## src/rtl/stopwatch_pkg.sv

```systemverilog
// Shared definitions for the stopwatch control slice.
//   state_t          : run/pause/lap FSM encoding (3 bits)
//   DEBOUNCE_DEFAULT : default stable-cycle count for the button debouncers
//   CNT_W_DEFAULT    : default debounce counter width (2**CNT_W > DEBOUNCE)
//   is_running       : state advances the centisecond counter
//   is_frozen        : state shows the lap latch instead of the live count
package stopwatch_pkg;

  typedef enum logic [2:0] {
    ST_IDLE      = 3'd0,
    ST_RUN       = 3'd1,
    ST_PAUSE     = 3'd2,
    ST_LAP_RUN   = 3'd3,
    ST_LAP_PAUSE = 3'd4
  } state_t;

  localparam int DEBOUNCE_DEFAULT = 16;
  localparam int CNT_W_DEFAULT    = 5;

  function automatic logic is_running(input state_t s);
    return (s == ST_RUN) || (s == ST_LAP_RUN);
  endfunction

  function automatic logic is_frozen(input state_t s);
    return (s == ST_LAP_RUN) || (s == ST_LAP_PAUSE);
  endfunction

endpackage

```

## src/rtl/button_debounce.sv

```systemverilog
// One push-button input path: 2-FF synchroniser, stable-count debouncer
// and a registered one-cycle press pulse on the debounced rising edge.
// Ports:
//   clk         in  system clock
//   rst         in  synchronous active-high reset
//   button      in  raw asynchronous button, active-high
//   press_pulse out high for exactly one cycle per accepted press
module button_debounce
  import stopwatch_pkg::*;
#(
  parameter int DEBOUNCE_CYCLES = DEBOUNCE_DEFAULT,
  parameter int CNT_W           = CNT_W_DEFAULT
) (
  input  logic clk,
  input  logic rst,
  input  logic button,
  output logic press_pulse
);

  localparam logic [CNT_W-1:0] CNT_LAST = CNT_W'(DEBOUNCE_CYCLES - 1);

  logic             sync_meta;
  logic             sync_q;
  logic [1:0]       sync_valid;
  logic             armed;
  logic [CNT_W-1:0] stable_cnt;
  logic             level;
  logic             level_d;

  // The synchroniser output only becomes a real sample two cycles after
  // reset (sync_valid tracks that). Presses are armed only once the button
  // has been seen released, so a button held through reset cannot produce
  // a press until it is let go and pressed again.
  // The stable counter runs while the synchronised input disagrees with
  // the accepted level and clears the moment they agree, so any glitch
  // shorter than DEBOUNCE_CYCLES leaves the accepted level untouched.
  always_ff @(posedge clk) begin
    if (rst) begin
      sync_meta   <= 1'b0;
      sync_q      <= 1'b0;
      sync_valid  <= 2'b00;
      armed       <= 1'b0;
      stable_cnt  <= '0;
      level       <= 1'b0;
      level_d     <= 1'b0;
      press_pulse <= 1'b0;
    end else begin
      sync_meta  <= button;
      sync_q     <= sync_meta;
      sync_valid <= {sync_valid[0], 1'b1};
      if (sync_valid[1] && !sync_q) begin
        armed <= 1'b1;
      end
      if (sync_q == level) begin
        stable_cnt <= '0;
      end else if (stable_cnt == CNT_LAST) begin
        level      <= ~level;
        stable_cnt <= '0;
      end else begin
        stable_cnt <= stable_cnt + 1'b1;
      end
      level_d     <= level;
      press_pulse <= level & ~level_d & armed;
    end
  end

endmodule

```

## src/rtl/stopwatch_button_controller.sv

```systemverilog
// Stopwatch sequencing: debounces the start/stop, lap and reset buttons
// and runs the IDLE/RUN/PAUSE/LAP_RUN/LAP_PAUSE FSM that controls the
// centisecond counter, lap latch and display.
// Ports:
//   clk, rst              clock, synchronous active-high reset
//   ena                   block enable; low drops events and holds the FSM
//   i_button_start_stop   raw button, active-high
//   i_button_lap_time     raw button, active-high
//   i_button_reset        raw button, active-high
//   o_count_en            counter advances while high
//   o_count_clear         one-cycle pulse: clear counter and lap latch
//   o_lap_capture         one-cycle pulse: lap latch loads current count
//   o_display_freeze      display shows lap latch instead of live count
//   o_stopwatch_enabled   status LED, mirrors o_count_en
//   o_display_enabled     status LED, high whenever not IDLE
module stopwatch_button_controller
  import stopwatch_pkg::*;
#(
  parameter int DEBOUNCE_CYCLES = DEBOUNCE_DEFAULT,
  parameter int CNT_W           = CNT_W_DEFAULT
) (
  input  logic clk,
  input  logic rst,
  input  logic ena,
  input  logic i_button_start_stop,
  input  logic i_button_lap_time,
  input  logic i_button_reset,
  output logic o_count_en,
  output logic o_count_clear,
  output logic o_lap_capture,
  output logic o_display_freeze,
  output logic o_stopwatch_enabled,
  output logic o_display_enabled
);

  logic   ev_start_stop;
  logic   ev_lap;
  logic   ev_reset;
  logic   take_reset;
  logic   take_start_stop;
  logic   take_lap;
  state_t state;
  state_t state_next;
  logic   clear_next;
  logic   capture_next;
  logic   clear_q;
  logic   capture_q;

  button_debounce #(.DEBOUNCE_CYCLES(DEBOUNCE_CYCLES), .CNT_W(CNT_W)) u_db_start_stop (
    .clk(clk), .rst(rst), .button(i_button_start_stop), .press_pulse(ev_start_stop)
  );

  button_debounce #(.DEBOUNCE_CYCLES(DEBOUNCE_CYCLES), .CNT_W(CNT_W)) u_db_lap (
    .clk(clk), .rst(rst), .button(i_button_lap_time), .press_pulse(ev_lap)
  );

  button_debounce #(.DEBOUNCE_CYCLES(DEBOUNCE_CYCLES), .CNT_W(CNT_W)) u_db_reset (
    .clk(clk), .rst(rst), .button(i_button_reset), .press_pulse(ev_reset)
  );

  // Only the highest-priority event of a cycle is considered; it consumes
  // the cycle even when the current state ignores it.
  assign take_reset      = ena & ev_reset;
  assign take_start_stop = ena & ev_start_stop & ~ev_reset;
  assign take_lap        = ena & ev_lap & ~ev_reset & ~ev_start_stop;

  always_ff @(posedge clk) begin
    if (rst) begin
      state     <= ST_IDLE;
      clear_q   <= 1'b0;
      capture_q <= 1'b0;
    end else begin
      state     <= state_next;
      clear_q   <= clear_next;
      capture_q <= capture_next;
    end
  end

  // Next state plus the clear/capture pulses, which are registered
  // alongside the state so they line up with the transition.
  always_comb begin
    state_next   = state;
    clear_next   = 1'b0;
    capture_next = 1'b0;
    case (state)
      ST_IDLE: begin
        if (take_start_stop) state_next = ST_RUN;
        else if (take_reset) clear_next = 1'b1;
      end
      ST_RUN: begin
        if (take_start_stop) state_next = ST_PAUSE;
        else if (take_lap) begin
          state_next   = ST_LAP_RUN;
          capture_next = 1'b1;
        end
      end
      ST_PAUSE: begin
        if (take_start_stop) state_next = ST_RUN;
        else if (take_reset) begin
          state_next = ST_IDLE;
          clear_next = 1'b1;
        end
      end
      ST_LAP_RUN: begin
        if (take_start_stop) state_next = ST_LAP_PAUSE;
        else if (take_lap) state_next = ST_RUN;
      end
      ST_LAP_PAUSE: begin
        if (take_start_stop) state_next = ST_LAP_RUN;
        else if (take_lap) state_next = ST_PAUSE;
        else if (take_reset) begin
          state_next = ST_IDLE;
          clear_next = 1'b1;
        end
      end
      default: state_next = ST_IDLE;
    endcase
  end

  assign o_count_en          = is_running(state);
  assign o_stopwatch_enabled = is_running(state);
  assign o_display_freeze    = is_frozen(state);
  assign o_display_enabled   = (state != ST_IDLE);
  assign o_count_clear       = clear_q;
  assign o_lap_capture       = capture_q;

endmodule
```

## config.mk

```make
export PLATFORM = sky130hd
export DESIGN_NAME = stopwatch_button_controller
export DESIGN_NICKNAME = d
export VERILOG_FILES = /design/src/rtl/stopwatch_pkg.sv /design/src/rtl/button_debounce.sv /design/src/rtl/stopwatch_button_controller.sv
export SDC_FILE = /design/constraint.sdc
export NUM_CORES = 1
export LEC_CHECK = 0
export CAP_MARGIN = 10
export CORE_MARGIN = 10
export CORE_UTILIZATION = 45
export DETAILED_ROUTE_END_ITERATION = 12
export PLACE_DENSITY_LB_ADDON = 0.1
export SETUP_SLACK_MARGIN = 0.02
export SLEW_MARGIN = 20
export SYNTH_ARGS = -nofsm -noshare
export SYNTH_HDL_FRONTEND = slang
export SYNTH_SLANG_ARGS = --single-unit
```

## constraint.sdc

```tcl
create_clock -name clk -period 2.4 [get_ports clk]
set_clock_uncertainty 0.2 [all_clocks]
set_input_delay 0.72 -clock clk [delete_from_list [all_inputs] [get_ports clk]]
set_output_delay 0.72 -clock clk [all_outputs]
set_load 0.02 [all_outputs]
```

==> results of run 1 <==
==> Yosys cell counts <==
cell | instances | area (sq um)
o31ai_1 | 1 | 7.510
mux2i_1 | 3 | 30.03
nand4_1 | 1 | 6.260
nor2b_1 | 11 | 68.82
nor3b_2 | 2 | 25.02
buf_2 | 3 | 15.01
or4_1 | 1 | 7.510
and2b_1 | 1 | 7.510
a2111oi_1 | 1 | 10.01
a21o_1 | 1 | 7.510
buf_4 | 1 | 7.510
and3b_1 | 3 | 26.28
o311ai_1 | 1 | 8.760
a21oi_1 | 4 | 20.02
o221ai_1 | 1 | 8.760
o21ai_0 | 2 | 10.01
nand4b_1 | 1 | 8.760
dfxtp_1 | 40 | 800.8
and3_1 | 3 | 18.77
nand3b_1 | 1 | 7.510
inv_1 | 10 | 37.54
nor3_1 | 1 | 5.000
inv_2 | 1 | 3.750
ha_1 | 6 | 75.07
nor2_1 | 24 | 90.09
a31oi_1 | 1 | 6.260
nand3_1 | 4 | 20.02
xnor2_1 | 6 | 52.55
nand2_1 | 1 | 3.750
xor2_1 | 4 | 35.03
or3_1 | 1 | 6.260
or3_4 | 3 | 33.78
==> power by group through the flow <==
stage	registers [mW]	clock network, mW	logic [mW]
floorplan	0.695	0	0.0203
global placement	0.696	0	0.0354
detailed placement	0.696	0	0.0366
CTS	0.680	0.455	0.0372
global route	0.682	0.485	0.0413
finish	0.680	0.433	0.0365
==> placed cells by master, fill, tap and decap left out, types with 2 or more instances in the layout <==
cell / count
clkdlybuf4s50_1: 7
dfxtp_2: 2
and3b_1: 3
ha_1: 6
or3_4: 3
clkbuf_4: 5
o21ai_0: 2
inv_1: 10
buf_4: 4
xnor2_1: 6
xor2_1: 4
nand3_1: 4
a21oi_1: 4
mux2i_1: 3
nor2b_1: 11
nor3b_2: 2
dlygate4sd2_1: 2
nor2_1: 24
dfxtp_1: 37
and3_1: 3
==> cell families after synthesis <==
group,Yosys count,synth area share
DFF,40,0.5442
AOI/OAI and AO/OA,12,0.05358
adders and majority gates,6,0.05102
muxes,3,0.02041
buffers and inverters,15,0.04337
and+or+nand+nor,58,0.2279
xor gates and xnor gates,10,0.05952
==> worst min path at each step <==
stage                                                      to  depth (start not counted)
final                     u_db_reset.stable_cnt[0]$_SDFF_PP0_                          1
after global routing      u_db_reset.stable_cnt[0]$_SDFF_PP0_                          1
after CTS                 u_db_reset.stable_cnt[0]$_SDFF_PP0_                          1
after detailed placement    u_db_lap.sync_valid[1]$_SDFF_PP0_                          1
after global placement             u_db_lap.sync_q$_SDFF_PP0_                          1
after floorplan                    u_db_lap.sync_q$_SDFF_PP0_                          1
==> per-stage QoR <==
| step | std cells | utilization | instance area, sq um |
|---|---|---|---|
| 6_report | 207 | 0.5552 | 1723 |
| 3_5_place_dp | 198 | 0.5274 | 1637 |
| 2_1_floorplan | 144 | - | 1471 |
| 4_1_cts | 206 | 0.5536 | 1718 |
| 3_3_place_gp | 198 | 0.5274 | 1637 |
| 5_1_grt | 207 | 0.5552 | 1723 |
==> per-layer routing <==
layer,vias to the layer above,wire length (um),GRT usage
met1,451,1043,0.08468
met5,-,0,0
met2,24,1089,0.1279
met3,4,133,0.04662
li1,514,-,-
met4,0,33,0.04562
==> state kept, by name, summed over array words and instances (netlist names), 2 cells and up <==
signal,cells
u_db_start_stop.stable_cnt,5
state,3
u_db_lap.stable_cnt,5
u_db_reset.stable_cnt,5
u_db_lap.sync_valid,2
==> final cells by class <==
cell class              count  share of cell area
clock buffers               5             0.02179
clock inverters             3             0.02469
inverters                  11             0.02397
multi-input cells          89              0.3522
flip-flops and latches     40              0.4684
well taps                  44             0.03195
repair buffers             15             0.07698
==> timing repair <==
action,CTS,global route
pin swaps,0,1
endpoints found under the setup margin,4,2
gates resized for setup,8,3
setup buffers,0,1
==> run summary, run 1 <==
Reg power frac - 0.592
synth warn - 0
Slew Viols, Final - 0
Comb pwr share - 0.032
CTS H-Tree Depth - 2
CP cell instances - or3_1, clkdlybuf4s15_1
FMAX - 435.6 MHz
Final Critical Period - 2.295 ns
type of the worst setup path - reg -> out
Crit Path Max Fanout - 7
DR pass1 iterations - 4
Crit path largest cell delay - 0.38 ns
register area - 807.0 sq um
R2R Path Start - u_db_lap.stable_cnt[0]$_SDFF_PP0_
fin crit share - 0.9564
switching share of power - 0.2074
placed wire-length estimate - 1.664 mm
fillers - 303
Max Root-Sink Buffers - 2
Post-Syn Nets - 156
total negative setup slack - 0 ns
Hold Vio Cnt, Final - 0
CP Data Required Time - 1.48 ns
via count - 993
Initial Util - 0.4742
Clock Sinks - 40
Total Wirelength - 2.300 mm
Mean Syn Cell Area - 10.22 sq um
synthesized area - 0.001471 sq mm
multi-input logic area - 606.8 sq um
Buf/Inv on CP - 1
Levels on crit path - 2
CP Capture Type - primary output
Clock Latency Late Sink - 0.34 ns
die height - 77.18 um
worst hold margin - 0.2526 ns
CTS tree - done
Worst-Margin Slew - 0.2946 ns
clock share of power - 0.377
Worst Setup SP - state[2]$_SDFFE_PP0P_
Antenna Cells - 0
RD Place Congestion - 0.7814
Reg-to-Reg End - u_db_lap.stable_cnt[3]$_SDFF_PP0_
delay-heaviest family, CP - flip-flops
R2R setup slack - 0.68 ns
DR iter-0 viols - 34
min-delay src - u_db_reset.stable_cnt[0]$_SDFF_PP0_
Worst-path clk slew - 0.11 ns
maximum VDD drop - 410.3 uV
worst r2r path cells - 5
post-synth cell types - 32
Area Growth Syn to Fin - 17.09%
initial antenna violation count - 0
FF+latch count, synth - 40
Critical Path AT - 1.38 ns
crit path to - o_display_enabled
internal power - 0.9112 mW
Die Width - 77.18 um
CTS Buf Count - 5
worst slack, placed - 0.05737 ns
Rel. slew slack - 0.8031
die area - 0.005957 sq mm
routed length per placed instance - 11.11 um
CTS root buf - clkbuf_4
layout cells sized above 1 - 0.1350
class of the worst hold path - reg -> reg
ANT nets after route - 0
Leak Pwr - 0.6873 nW
Pwr Total - 1.150 mW
cell count after synthesis - 144
FP Rows - 20
RSZ-0062 raised after global routing - no
vias per cell - 4.797
grt total ovfl - 0
outcome - finished, final reports clean
MaxCap Viol Count - 0
layout net count - 174
DRC viols - 0
final setup vio count - 0
largest net degree at the start of global routing - 14
pwr/cell area - 667.3 mW/mm^2
Worst Setup Slack, final - 0.1045 ns
Seq/Total Area, Yosys - 0.5442
Core ar. - 0.003103 sq mm
CP Launch Type - flip-flop
All-Layer GR Usage - 0.08190
CP max-delay cell - dfxtp_4
first-pass GRT wire length - 3.919 mm
sw power - 0.2384 mW
I/O pins - 12
Port Buf Inserts - 11
vias in the first global route - 911
hold buffers post-CTS - 0
No activity file was read; power rests on OpenSTA's default activity.
==> inputs of run 2 (changes only) <==
- GPL_ROUTABILITY_DRIVEN: not set -> 0
==> results of run 2 <==
No change in the layout: final DEF, timing and power equal those of run 1.
==> inputs of run 3 (changes only) <==
- SKIP_LAST_GASP: not set -> 1
==> results of run 3 <==
No change in the layout: final DEF, timing and power equal those of run 1.
Among the figures that moved: number of gates resized after CTS 8 -> 6
